[config.mk]
export PLATFORM = sky130hd
export DESIGN_NAME = mul_share_ctrl_flat
export DESIGN_NICKNAME = d
export VERILOG_FILES = /design/src/rtl/mul_share_ctrl_pkg.sv /design/src/rtl/mul_share_ctrl_if.sv /design/src/rtl/mul_share_ctrl_rr_arb2.sv /design/src/rtl/mul_share_ctrl.sv /design/src/flat_wrapper.sv
export SDC_FILE = /design/constraint.sdc
export NUM_CORES = 1
export LEC_CHECK = 0
export ABC_CLOCK_PERIOD_IN_PS = 1650
export CORE_MARGIN = 4
export CORE_UTILIZATION = 32
export CTS_BUF_LIST = sky130_fd_sc_hd__clkbuf_8
export CTS_CLUSTER_DIAMETER = 80
export DETAILED_ROUTE_END_ITERATION = 12
export GPL_TIMING_DRIVEN = 0
export PLACE_DENSITY = 0.88
export SYNTH_ARGS = -nofsm -noshare
export SYNTH_HDL_FRONTEND = slang
export SYNTH_SLANG_ARGS = --single-unit
[constraint.sdc]
create_clock -name clk -period 1.65 [get_ports clk]
set_input_delay 0.165 -clock clk [delete_from_list [all_inputs] [get_ports clk]]
set_output_delay 0.165 -clock clk [all_outputs]
set_load 0.005 [all_outputs]
[src/rtl/mul_share_ctrl_pkg.sv]
// Shared types for the two-requester multiplier controller: state encoding and default width.
// No logic; imported by the interface, the controller and the bench.
package mul_share_ctrl_pkg;

    localparam int W_DEFAULT = 16;

    typedef enum logic [2:0] {
        S_IDLE,
        S_ARB,
        S_LDA,
        S_LDB,
        S_ADD,
        S_DONE
    } state_t;

endpackage

[src/rtl/mul_share_ctrl_if.sv]
// Requester/datapath bundle seen by the controller; master = requesters plus datapath, slave = controller.
// Plain wires, no timing of its own.
interface mul_share_ctrl_if
    import mul_share_ctrl_pkg::*;
#(
    parameter int W = W_DEFAULT
);
    logic         req0;
    logic         req1;
    logic [W-1:0] a0;
    logic [W-1:0] b0;
    logic [W-1:0] a1;
    logic [W-1:0] b1;
    logic         eqz;
    logic [W-1:0] p;
    logic [W-1:0] data_out;
    logic         ldA;
    logic         ldB;
    logic         ldP;
    logic         clrP;
    logic         decB;
    logic         gnt0;
    logic         gnt1;
    logic         done0;
    logic         done1;
    logic [W-1:0] res;
    logic         busy;

    modport master (
        output req0, req1, a0, b0, a1, b1, eqz, p,
        input  data_out, ldA, ldB, ldP, clrP, decB,
        input  gnt0, gnt1, done0, done1, res, busy
    );

    modport slave (
        input  req0, req1, a0, b0, a1, b1, eqz, p,
        output data_out, ldA, ldB, ldP, clrP, decB,
        output gnt0, gnt1, done0, done1, res, busy
    );

endinterface

[src/rtl/mul_share_ctrl_rr_arb2.sv]
// Two-way round-robin pick with a last-served pointer; sel is combinational, pointer moves on update.
// Reset leaves the pointer at requester 1 so requester 0 wins the first tie.
module rr_arb2 (
    input  logic clk,
    input  logic rst_n,
    input  logic req0,
    input  logic req1,
    input  logic update,
    output logic sel
);

    logic last_q;

    always_ff @(posedge clk or negedge rst_n) begin
        if (!rst_n) begin
            last_q <= 1'b1;
        end else if (update) begin
            last_q <= sel;
        end
    end

    // A lone request wins outright; a tie goes to whoever was not served last.
    always_comb begin
        sel = req1;
        if (req0 && req1) begin
            sel = ~last_q;
        end
    end

endmodule

[src/rtl/mul_share_ctrl.sv]
// Shares one repeated-addition multiplier between two requesters; a job takes bN+4 cycles ARB->DONE.
// Requests are sampled only in IDLE; a requester waits, holding req, until its done pulse.
module mul_share_ctrl
    import mul_share_ctrl_pkg::*;
#(
    parameter int W = W_DEFAULT
) (
    input logic            clk,
    input logic            rst_n,
    mul_share_ctrl_if.slave bus
);

    state_t       state_q, state_d;
    logic         sel_q, sel_d;
    logic [W-1:0] res_q, res_d;

    logic         arb_req0, arb_req1, arb_sel, arb_upd;
    logic [W-1:0] dout;
    logic         ld_a, ld_b, ld_p, clr_p, dec_b;
    logic         busy;

    // Outside IDLE the arbiter only sees the served requester, so its pointer
    // records that requester even if the live request lines have moved on.
    assign arb_req0 = (state_q == S_IDLE) ? bus.req0 : ~sel_q;
    assign arb_req1 = (state_q == S_IDLE) ? bus.req1 :  sel_q;

    rr_arb2 u_arb (
        .clk    (clk),
        .rst_n  (rst_n),
        .req0   (arb_req0),
        .req1   (arb_req1),
        .update (arb_upd),
        .sel    (arb_sel)
    );

    always_ff @(posedge clk or negedge rst_n) begin
        if (!rst_n) begin
            state_q <= S_IDLE;
            sel_q   <= 1'b0;
            res_q   <= '0;
        end else begin
            state_q <= state_d;
            sel_q   <= sel_d;
            res_q   <= res_d;
        end
    end

    always_comb begin
        state_d = state_q;
        sel_d   = sel_q;
        res_d   = res_q;
        dout    = '0;
        ld_a    = 1'b0;
        ld_b    = 1'b0;
        ld_p    = 1'b0;
        clr_p   = 1'b0;
        dec_b   = 1'b0;
        arb_upd = 1'b0;
        busy    = (state_q != S_IDLE);
        case (state_q)
            S_IDLE: begin
                if (bus.req0 || bus.req1) begin
                    state_d = S_ARB;
                    sel_d   = arb_sel;
                end
            end
            S_ARB: begin
                state_d = S_LDA;
            end
            S_LDA: begin
                dout    = sel_q ? bus.a1 : bus.a0;
                ld_a    = 1'b1;
                state_d = S_LDB;
            end
            S_LDB: begin
                dout    = sel_q ? bus.b1 : bus.b0;
                ld_b    = 1'b1;
                clr_p   = 1'b1;
                state_d = S_ADD;
            end
            S_ADD: begin
                if (!bus.eqz) begin
                    ld_p  = 1'b1;
                    dec_b = 1'b1;
                end else begin
                    state_d = S_DONE;
                    res_d   = bus.p;
                end
            end
            S_DONE: begin
                arb_upd = 1'b1;
                state_d = S_IDLE;
            end
            default: begin
                state_d = S_IDLE;
            end
        endcase
    end

    assign bus.data_out = dout;
    assign bus.ldA      = ld_a;
    assign bus.ldB      = ld_b;
    assign bus.ldP      = ld_p;
    assign bus.clrP     = clr_p;
    assign bus.decB     = dec_b;
    assign bus.gnt0     = busy && !sel_q;
    assign bus.gnt1     = busy &&  sel_q;
    assign bus.done0    = (state_q == S_DONE) && !sel_q;
    assign bus.done1    = (state_q == S_DONE) &&  sel_q;
    assign bus.res      = res_q;
    assign bus.busy     = busy;

endmodule

[src/flat_wrapper.sv]
// flat-port wrapper written by rule: the top's interface ports become plain ports
module mul_share_ctrl_flat import mul_share_ctrl_pkg::*;
#(
    parameter int W = W_DEFAULT
)
  (clk, rst_n, bus_req0, bus_req1, bus_a0, bus_b0, bus_a1, bus_b1, bus_eqz, bus_p, bus_data_out, bus_ldA, bus_ldB, bus_ldP, bus_clrP, bus_decB, bus_gnt0, bus_gnt1, bus_done0, bus_done1, bus_res, bus_busy);
  mul_share_ctrl_if #(.W(W)) bus_i ();
  input logic clk;
  input logic rst_n;
  input wire logic [$bits(bus_i.req0)-1:0] bus_req0;
  input wire logic [$bits(bus_i.req1)-1:0] bus_req1;
  input wire logic [$bits(bus_i.a0)-1:0] bus_a0;
  input wire logic [$bits(bus_i.b0)-1:0] bus_b0;
  input wire logic [$bits(bus_i.a1)-1:0] bus_a1;
  input wire logic [$bits(bus_i.b1)-1:0] bus_b1;
  input wire logic [$bits(bus_i.eqz)-1:0] bus_eqz;
  input wire logic [$bits(bus_i.p)-1:0] bus_p;
  output wire logic [$bits(bus_i.data_out)-1:0] bus_data_out;
  output wire logic [$bits(bus_i.ldA)-1:0] bus_ldA;
  output wire logic [$bits(bus_i.ldB)-1:0] bus_ldB;
  output wire logic [$bits(bus_i.ldP)-1:0] bus_ldP;
  output wire logic [$bits(bus_i.clrP)-1:0] bus_clrP;
  output wire logic [$bits(bus_i.decB)-1:0] bus_decB;
  output wire logic [$bits(bus_i.gnt0)-1:0] bus_gnt0;
  output wire logic [$bits(bus_i.gnt1)-1:0] bus_gnt1;
  output wire logic [$bits(bus_i.done0)-1:0] bus_done0;
  output wire logic [$bits(bus_i.done1)-1:0] bus_done1;
  output wire logic [$bits(bus_i.res)-1:0] bus_res;
  output wire logic [$bits(bus_i.busy)-1:0] bus_busy;
  assign bus_i.req0 = bus_req0;
  assign bus_i.req1 = bus_req1;
  assign bus_i.a0 = bus_a0;
  assign bus_i.b0 = bus_b0;
  assign bus_i.a1 = bus_a1;
  assign bus_i.b1 = bus_b1;
  assign bus_i.eqz = bus_eqz;
  assign bus_i.p = bus_p;
  assign bus_data_out = bus_i.data_out;
  assign bus_ldA = bus_i.ldA;
  assign bus_ldB = bus_i.ldB;
  assign bus_ldP = bus_i.ldP;
  assign bus_clrP = bus_i.clrP;
  assign bus_decB = bus_i.decB;
  assign bus_gnt0 = bus_i.gnt0;
  assign bus_gnt1 = bus_i.gnt1;
  assign bus_done0 = bus_i.done0;
  assign bus_done1 = bus_i.done1;
  assign bus_res = bus_i.res;
  assign bus_busy = bus_i.busy;
  mul_share_ctrl #(.W(W)) u_core (.clk(clk), .rst_n(rst_n), .bus(bus_i));
endmodule
==> results.cfg <==
[drt]
via_count = 1568
drtPass1Iterations = 3
drtIter0Drc = 28
antenna_left = 0
post-route-drc-count = 0
wl_per_cell_um = 16.9
drt_wl_total_um = 5400
avgViaCountPerCell = 4.90

[cts]
clock_path_buffers = 2
worst_skew_pair.late_latency_ps = 260
cts_hold_buffers = 0
numCtsBuffers = 3
cts_max_level = 1
path_clk_slew_ps = 80
cts_tree = yes
root_buffer = clkbuf_8
cts_sinks = 21

[status]
status = finished, violations left
violations = setup timing

[placement]
io_buffers = 126
gp_congestion = 0.699
dpl.cell_count = 301
post-dp-hpwl_um = 4130

[final_layout]
antenna_cells = 0
fin_nets = 354
fillers = 371
finalNonFillerCells = 320
drive_above_1_share_pct = 34.0
final_common_cell = clkdlybuf4s50_1
areaGrowthSynthToFinish_pct = 104
layout_common_cells = clkdlybuf4s50_1 (100), mux2i_1 (32), dfrtp_1 (20)

[global_routing]
grt_max_degree = 22
antenna_found_initial = 0
track_usage_pct = 17.2
gr-total-overflow = 0
grt_pass1_wl_um = 7490
grt_pass1_vias = 1673

[synth]
syn_area_um2 = 1440
synth.avg_cell_area_um2 = 11.7
synthDistinctLibCells = 27
synthArstFlopShare_pct = 100
synth_edf_count = 0
synthFlopType = dfrtp_1
ys_seq_area_share_pct = 36.5
syn_nets = 208
ys_seq_elements = 21
yosys_warnings = 0
syn_inst = 123

[pwr]
power.internal_mw = 2.79
power_leakage_nw = 1.35
p_total_mw = 4.28
comb_power_share_pct = 71.4
clkPwrFrac_pct = 7.7
power_density_nw_per_um2 = 1460
p_sw_mw = 1.50
power_frac_seq_pct = 20.9
ir_drop_v = 0.000891
swShare_pct = 34.9

[sta]
setup_viol = 17
fin_skew_ps = 3.04
hold_viol = 0
rsz0062_at_grt = yes
setup_ws_ps = -231
fmax_mhz = 532
tightest_slew_ps = 946
slew_headroom_pct = 36.7
finalCritPeriodShare_pct = 114
drv_slew = 0
fin_crit_ps = 1880

[die]
initial_utilization_pct = 33.1
fp.dieArea_um2 = 5650
die_w_um = 75.1
io_pins = 127
num_rows = 24
core-area_um2 = 4350
die_h_um = 75.1

[critical_path]
startpoint = u_core.state_q[2]$_DFFE_PN0P_
r2r_setup_slack_ps = 100
path_max_fanout = 8
critPathLaunchType = register
r2r.worst_path.cells = 5
r2r-start = u_core.state_q[2]$_DFFE_PN0P_
required_ps = 1480
worstSetupEndpointType = output port
endpoint = bus_data_out[13]
reg2reg_to = u_core.sel_q$_DFFE_PN0P_
path_class = register to output port
cp_data_arrival_time_ps = 1720

[worst_hold_path]
hp-class = input port to async pin

[run]
cap_violations = 0
[cells by family (layout without fill, tap and decap cells)]
logic type | count (synthesis) | after routing | share of synthesized area, %
and+or+nand+nor | 16 | 16 | 7.46
xor gates and xnor gates | 1 | 1 | 0.607
buffers and inverters | 17 | 162 | 8.24
muxes | 48 | 48 | 34.7
DFF | 21 | 21 | 36.5
AOI/OAI and AO/OA | 20 | 20 | 12.5
[state kept, by name (all words and copies together) (netlist names)]
signal               count
u_core.sel_q             1
u_core.state_q           3
u_core.u_arb.last_q      1
u_core.bus.res          16
[cell type report]
cell class | instances | area, µm² | area share [%]
plain buffers | 13 | 126 | 4.30
clock buffers | 3 | 41.3 | 1.41
clock inverters | 1 | 3.75 | 0.128
inverters | 3 | 16.3 | 0.554
multi-input cells | 85 | 852 | 29.0
flip-flops and latches | 21 | 527 | 17.9
well taps | 52 | 65.1 | 2.21
repair buffers | 142 | 1310 | 44.5
[cells in the mapped netlist, types with 2 or more instances]
library cell | instances | area share, %
mux2i_1 | 32 | 22
dfrtp_1 | 20 | 35
mux2_2 | 16 | 12
o22ai_1 | 8 | 3.5
o22ai_2 | 8 | 6.9
buf_2 | 7 | 2.4
buf_4 | 4 | 2.1
nor2_1 | 4 | 1.0
inv_1 | 3 | 0.78
a21o_1 | 2 | 1.0
buf_6 | 2 | 1.6
nand3b_1 | 2 | 1.0
[through the flow]
stage / setup TNS [ps] / area, µm² / hold slack, ps / utilization, % / setup WS [ps]
finish: -2720 / 2940 / 431 / 67.5 / -231
floorplan: 0 / 1440 / -131 / - / 184
detailed placement: -7860 / 2770 / 495 / 63.6 / -444
global route: -3570 / 2940 / 491 / 67.5 / -263
CTS: -3150 / 2920 / 464 / 67.0 / -240
global placement: -7350 / 2770 / 488 / 63.6 / -418
[critical path: stages (launching register included)]
cell and delay [ps]:
dfrtp_1 390, buf_6 120, or3b_4 490, buf_12 180
o22ai_4 150, buf_2 140
[timing repair]
item                       CTS  global route
gates cloned                 1             0
setup endpoints to repair   26            24
setup buffers               11             4
pin swaps                   16             3
gates resized for setup    103            21
[power by group through the flow]
| stage | Combinational (mW) | Sequential, mW | Clock, mW |
|---|---|---|---|
| final | 3.06 | 0.895 | 0.330 |
| after detailed placement | 2.79 | 0.904 | 0 |
| after CTS | 2.99 | 0.900 | 0.334 |
| after global placement | 2.74 | 0.879 | 0 |
| after floorplan | 1.39 | 0.906 | 0 |
| after global routing | 3.28 | 0.922 | 0.364 |
[worst min path at each step]
stage          depth (start not counted)                            from                        endpoint
2_1_floorplan                          0                           rst_n   u_core.bus.res[0]$_DFFE_PN0P_
3_3_place_gp                           1  u_core.bus.res[10]$_DFFE_PN0P_  u_core.bus.res[10]$_DFFE_PN0P_
3_5_place_dp                           1   u_core.bus.res[3]$_DFFE_PN0P_   u_core.bus.res[3]$_DFFE_PN0P_
4_1_cts                                1                           rst_n  u_core.bus.res[13]$_DFFE_PN0P_
5_1_grt                                1                           rst_n   u_core.bus.res[8]$_DFFE_PN0P_
6_report                               1                           rst_n   u_core.bus.res[5]$_DFFE_PN0P_
[per-layer routing]
layer / share of wire (%) / global-route usage [%] / vias to the layer above
li1: - / - / 750
met1: 35 / 17.5 / 740
met2: 52 / 32.5 / 68
met3: 11 / 5.74 / 10
met4: 2.1 / 5.83 / 0
met5: 0 / 0 / -
Power figures use the tool's default switching activity.
